==> config.mk <==
export PLATFORM = sky130hd
export DESIGN_NAME = seq_mul_shift_add
export DESIGN_NICKNAME = d
export VERILOG_FILES = /design/src/rtl/mul_pkg.sv /design/src/rtl/seq_mul_abs.sv /design/src/rtl/seq_mul_shift_add.sv
export SDC_FILE = /design/constraint.sdc
export NUM_CORES = 1
export LEC_CHECK = 0
export BUFFER_PORTS_ARGS = -buffer_cell sky130_fd_sc_hd__buf_2
export CORE_UTILIZATION = 56
export CTS_BUF_LIST = sky130_fd_sc_hd__clkbuf_16
export CTS_CLUSTER_SIZE = 25
export DETAILED_ROUTE_END_ITERATION = 10
export PLACE_DENSITY = 0.78
export SLEW_MARGIN = 20
export SYNTH_ARGS = -nofsm -noshare
export SYNTH_HDL_FRONTEND = slang
export SYNTH_HIERARCHICAL = 1
export SYNTH_SLANG_ARGS = --single-unit
==> constraint.sdc <==
create_clock -name clk -period 4.8 [get_ports clk]
set_input_delay 0.72 -clock clk [delete_from_list [all_inputs] [get_ports clk]]
set_output_delay 0.72 -clock clk [all_outputs]
set_load 0.02 [all_outputs]
==> src/rtl/mul_pkg.sv <==
// Shared types and constants for the sequential multiplier family.
package mul_pkg;

  typedef enum logic [1:0] {
    IDLE = 2'd0,
    CALC = 2'd1,
    SIGN = 2'd2
  } seq_mul_state_t;

  localparam int SEQ_MUL_DEFAULT_WIDTH = 32;

  // Iteration counter must be able to hold the value WIDTH itself.
  function automatic int seq_mul_cnt_w(input int width);
    return $clog2(width + 1);
  endfunction

endpackage

==> src/rtl/seq_mul_abs.sv <==
// Conditional two's-complement magnitude of one operand, plus its sign.
module seq_mul_abs
  import mul_pkg::*;
#(
  parameter int WIDTH = SEQ_MUL_DEFAULT_WIDTH
) (
  input  logic             is_signed,
  input  logic [WIDTH-1:0] val,
  output logic [WIDTH-1:0] mag,
  output logic             neg
);

  // -(-2^(W-1)) wraps to 2^(W-1), which is the correct unsigned magnitude.
  assign neg = is_signed & val[WIDTH-1];
  assign mag = neg ? (~val + {{(WIDTH-1){1'b0}}, 1'b1}) : val;

endmodule

==> src/rtl/seq_mul_shift_add.sv <==
// Sequential shift-add multiplier, full 2*WIDTH product, start/done handshake.
// Optional early termination on an exhausted multiplier: SEQ_MUL_EARLY_TERM_EN.
module seq_mul_shift_add
  import mul_pkg::*;
#(
  parameter int WIDTH = SEQ_MUL_DEFAULT_WIDTH
) (
  input  logic               clk,
  input  logic               rst,
  input  logic               start,
  input  logic               is_signed,
  input  logic [WIDTH-1:0]   a,
  input  logic [WIDTH-1:0]   b,
  output logic               ready,
  output logic               busy,
  output logic               done,
  output logic [2*WIDTH-1:0] result
);

  localparam int CW = seq_mul_cnt_w(WIDTH);

  seq_mul_state_t     state_q, state_d;
  logic [WIDTH-1:0]   mcand_q, mcand_d;
  logic [WIDTH-1:0]   mplier_q, mplier_d;
  logic [2*WIDTH-1:0] acc_q, acc_d;
  logic [CW-1:0]      count_q, count_d;
  logic               neg_q, neg_d;
  logic               ready_q, ready_d;
  logic               busy_q, busy_d;
  logic               done_q, done_d;
  logic [2*WIDTH-1:0] result_q, result_d;

  logic [WIDTH-1:0]   a_mag, b_mag;
  logic               a_neg, b_neg;
  logic [2*WIDTH-1:0] addend;
  logic               early_exit;

  seq_mul_abs #(.WIDTH(WIDTH)) u_abs_a (.is_signed(is_signed), .val(a), .mag(a_mag), .neg(a_neg));
  seq_mul_abs #(.WIDTH(WIDTH)) u_abs_b (.is_signed(is_signed), .val(b), .mag(b_mag), .neg(b_neg));

  assign addend = {{WIDTH{1'b0}}, mcand_q} << count_q;

`ifdef SEQ_MUL_EARLY_TERM_EN
  assign early_exit = (mplier_q == {WIDTH{1'b0}});
`else
  assign early_exit = 1'b0;
`endif

  // Next-state, datapath and registered-output computation.
  always_comb begin
    state_d  = state_q;
    mcand_d  = mcand_q;
    mplier_d = mplier_q;
    acc_d    = acc_q;
    count_d  = count_q;
    neg_d    = neg_q;
    result_d = result_q;
    done_d   = 1'b0;
    case (state_q)
      IDLE: begin
        if (start) begin
          state_d  = CALC;
          mcand_d  = a_mag;
          mplier_d = b_mag;
          neg_d    = a_neg ^ b_neg;
          acc_d    = {(2*WIDTH){1'b0}};
          count_d  = {CW{1'b0}};
        end else begin
          state_d  = IDLE;
        end
      end
      CALC: begin
        if (early_exit) begin
          state_d = SIGN;
        end else begin
          if (mplier_q[0]) begin
            acc_d = acc_q + addend;
          end else begin
            acc_d = acc_q;
          end
          mplier_d = mplier_q >> 1;
          count_d  = count_q + {{(CW-1){1'b0}}, 1'b1};
          if (count_q == CW'(WIDTH - 1)) begin
            state_d = SIGN;
          end else begin
            state_d = CALC;
          end
        end
      end
      SIGN: begin
        result_d = neg_q ? (~acc_q + {{(2*WIDTH-1){1'b0}}, 1'b1}) : acc_q;
        done_d   = 1'b1;
        state_d  = IDLE;
      end
      default: begin
        state_d = IDLE;
      end
    endcase
    ready_d = (state_d == IDLE);
    busy_d  = (state_d != IDLE);
  end

  // State and output registers with synchronous reset.
  always_ff @(posedge clk) begin
    if (rst) begin
      state_q  <= IDLE;
      mcand_q  <= {WIDTH{1'b0}};
      mplier_q <= {WIDTH{1'b0}};
      acc_q    <= {(2*WIDTH){1'b0}};
      count_q  <= {CW{1'b0}};
      neg_q    <= 1'b0;
      ready_q  <= 1'b1;
      busy_q   <= 1'b0;
      done_q   <= 1'b0;
      result_q <= {(2*WIDTH){1'b0}};
    end else begin
      state_q  <= state_d;
      mcand_q  <= mcand_d;
      mplier_q <= mplier_d;
      acc_q    <= acc_d;
      count_q  <= count_d;
      neg_q    <= neg_d;
      ready_q  <= ready_d;
      busy_q   <= busy_d;
      done_q   <= done_d;
      result_q <= result_d;
    end
  end

  assign ready  = ready_q;
  assign busy   = busy_q;
  assign done   = done_q;
  assign result = result_q;

endmodule

==> results.yml <==
run_status:
  status: "finished, final reports clean"
run:
  maxCapViolations: 0
yosys:
  async_reset_ff_share_pct: 0
  synth.yosys.seq_area_share_pct: 25.7
  synth_cells: 2169
  synth_ff_type: "dfxtp_1"
  synth-edff-count: 0
  synth_seq_cells: 204
  yosysWarnings: 6
  yosysUniqueCellTypes: 71
  syn_nets: 2305
  synthesis.area_um2: 15900
  syn_area_per_cell_um2: 7.32
place:
  gp_congestion: 1.07
  io_buffer_count: 134
  dp.cells: 2687
  pre_cts_ws_ps: 231
  hpwl_um: 38700
  placed_area_um2: 17600
detailed_routing:
  drc: 0
  wl_met1_um: 23400
  wl_per_cell_um: 18.0
  ant_nets: 0
  met3_wirelength_um: 3030
  post_drt_via_cell_ratio: 5.92
  drt_iter0_markers: 1224
  vias: 16200
  first_pass_iters: 5
  routed_wl_um: 49200
  wl_met2_um: 21500
  highest_layer: "met4"
floorplanning:
  core_um2: 27900
  initial_core_util_pct: 57.0
  rows: 61
  dieArea_um2: 29000
  io-pin-count: 135
  fp.dieW_um: 170
  die_y_um: 170
setup_path:
  required_ps: 5210
  cp_max_fo: 13
  start_kind: "register"
  worst-setup-path-type: "reg -> reg"
  crit_arrival_ps: 4900
  crit_path_end_kind: "register"
global_routing:
  grt_max_degree: 121
  antenna_found_initial: 0
  grt_pass1_wl_um: 78800
  globalRouteOverflowTotal: 0
  grt_pass1_vias: 15000
  track_usage_pct: 33.9
timing:
  finalCritPeriodShare_pct: 93.5
  finalClockSkew_ps: 24.0
  worst_slew_pin_slew_ps: 936
  min_period_ps: 4490
  fin_ws_ps: 310
  report.final.slew_viol_count: 0
  fmax_mhz: 223
  max_slew_margin_pct: 37.5
  setup_violations: 0
  hold_ws_ps: 455
  hold_viol_final: 0
  final.setup.tns_ps: 0
clocking:
  clkTransAtPathRegs_ps: 60
  clk_latency_ps: 530
  cts_tree: "built"
  cts-root-buf: "clkbuf_16"
  cts_inserted_buffers: 24
  htree_levels: 1
  clkSinkCount: 204
  max-clock-path-buffers: 3
  postCtsHoldBufs: 0
cells_and_area:
  final_cells: 2732
  area_delta_synth_final_pct: 16.9
  design_area_um2: 18600
  finalNetCount: 2472
  insertedDiodeCount: 0
  drive_gt1_share_pct: 17.2
power:
  p_per_area_nw_per_um2: 256
  leakage_nw: 7.97
  vdd_ir_drop_max_uv: 225
hold_path:
  hold_path.class: "reg -> reg"
## cell usage after synthesis, drive strengths merged (10+ instances only)
| cell | number | area, µm² |
|---|---|---|
| ha | 67 | 838 |
| a21o | 36 | 270 |
| nor3 | 29 | 145 |
| o41ai | 12 | 113 |
| or4 | 22 | 181 |
| or2 | 12 | 75.1 |
| o21bai | 14 | 105 |
| dfxtp | 204 | 4080 |
| xor2 | 119 | 1040 |
| a22oi | 28 | 210 |
| nor2b | 11 | 68.8 |
| xnor2 | 56 | 490 |
| a211oi | 94 | 706 |
| nand4 | 25 | 156 |
| and3 | 10 | 62.6 |
| a21oi | 196 | 981 |
| o21ai | 142 | 711 |
| o22ai | 15 | 93.8 |
| buf | 18 | 96.3 |
| nand3 | 31 | 155 |
| mux2 | 26 | 293 |
| mux2i | 56 | 561 |
| nor4 | 17 | 179 |
| nand2 | 262 | 983 |
| nor2 | 278 | 1040 |
| clkbuf | 127 | 477 |
| and2 | 24 | 150 |
| a31oi | 29 | 181 |
| inv | 76 | 285 |
| or3 | 19 | 144 |
| o31ai | 28 | 210 |
| nand2b | 11 | 68.8 |
## registers in the layout (all words and copies together) (netlist names), 2 cells and up
register / flops
state_q: 2
mcand_q: 32
mplier_q: 32
acc_q: 64
result: 64
count_q: 6
## power by group
group | total, W | leakage (nW) | internal (W) | switching (W)
logic | 0.000936 | 5.88 | 0.000368 | 0.000568
registers | 0.00180 | 1.66 | 0.00175 | 0.0000494
clock network | 0.00202 | 0.438 | 0.00127 | 0.000748
## layout make-up
cell class,instances,area [µm²]
well taps,378,473
inverters,78,293
repair buffers,286,1850
clock buffers,25,626
flip-flops and latches,204,4090
multi-input cells,1742,11000
fillers,2516,9290
clock inverters,19,258
## path summary, 6_finish.rpt
path / from / endpoint / slack [ps] / depth (start not counted)
setup / recovery: count_q[1] / acc_q[48] / 310 / 19
hold / removal: result[58] / result[58] / 460 / 2
setup reg to reg: count_q[1] / acc_q[48] / 310 / 19
hold reg to reg: result[58] / result[58] / 460 / 2
## placed cells by master, fill, tap and decap left out, types with 31 or more instances in the layout
cell type / netlist / final
xor2_1: 119 / 119
a211oi_1: 94 / 94
inv_1: 76 / 80
dfxtp_1: 204 / 201
nor2_1: 278 / 273
o21ai_0: 140 / 133
xnor2_1: 56 / 56
a21o_1: 36 / 36
buf_4: 3 / 149
nand3_1: 31 / 31
buf_2: 2 / 133
a21oi_1: 196 / 195
ha_1: 67 / 66
nand2_1: 262 / 262
mux2i_1: 56 / 55
## layer usage
layer	track usage, %	vias to the layer above
met2	54.0	535
met4	9.32	0
met1	48.2	7496
met3	3.65	70
met5	0	-
li1	-	8081
## stage by stage
| stage | util [%] | power, W |
|---|---|---|
| after floorplan | - | 0.00242 |
| after global placement | 63.3 | 0.00273 |
| after detailed placement | 63.3 | 0.00275 |
| after CTS | 66.5 | 0.00476 |
| after global routing | 66.6 | 0.00495 |
| final | 66.6 | 0.00475 |
## critical path: stages, from the launching register on
cell and delay (ps):
dfxtp_2 360, buf_6 180, mux2i_1 130, mux4_2 520, mux2_2 300, mux2_2 310
nor2_1 210, ha_1 320, a21oi_1 220, o21ai_0 160, a21oi_1 170, nand2_1 90
a221o_1 350, a21oi_1 110, o21ai_1 170, buf_4 190, a21oi_1 140, buf_4 160
xor2_1 180, o21ai_0 90
## what timing repair did
action	in CTS	in global routing
buffers inserted	0	1
endpoints found under the setup margin	0	21
gates resized for setup	0	14
## kinds of logic after synthesis
kind of cell,count (synthesis),share of synthesized area [%]
and+or+nand+nor,763,22.1
AOI/OAI and AO/OA,648,25.5
buffers and inverters,223,5.45
DFF,204,25.7
xor gates and xnor gates,175,9.65
muxes,88,6.22
adders and majority gates,68,5.40
Power figures use the tool's default switching activity.
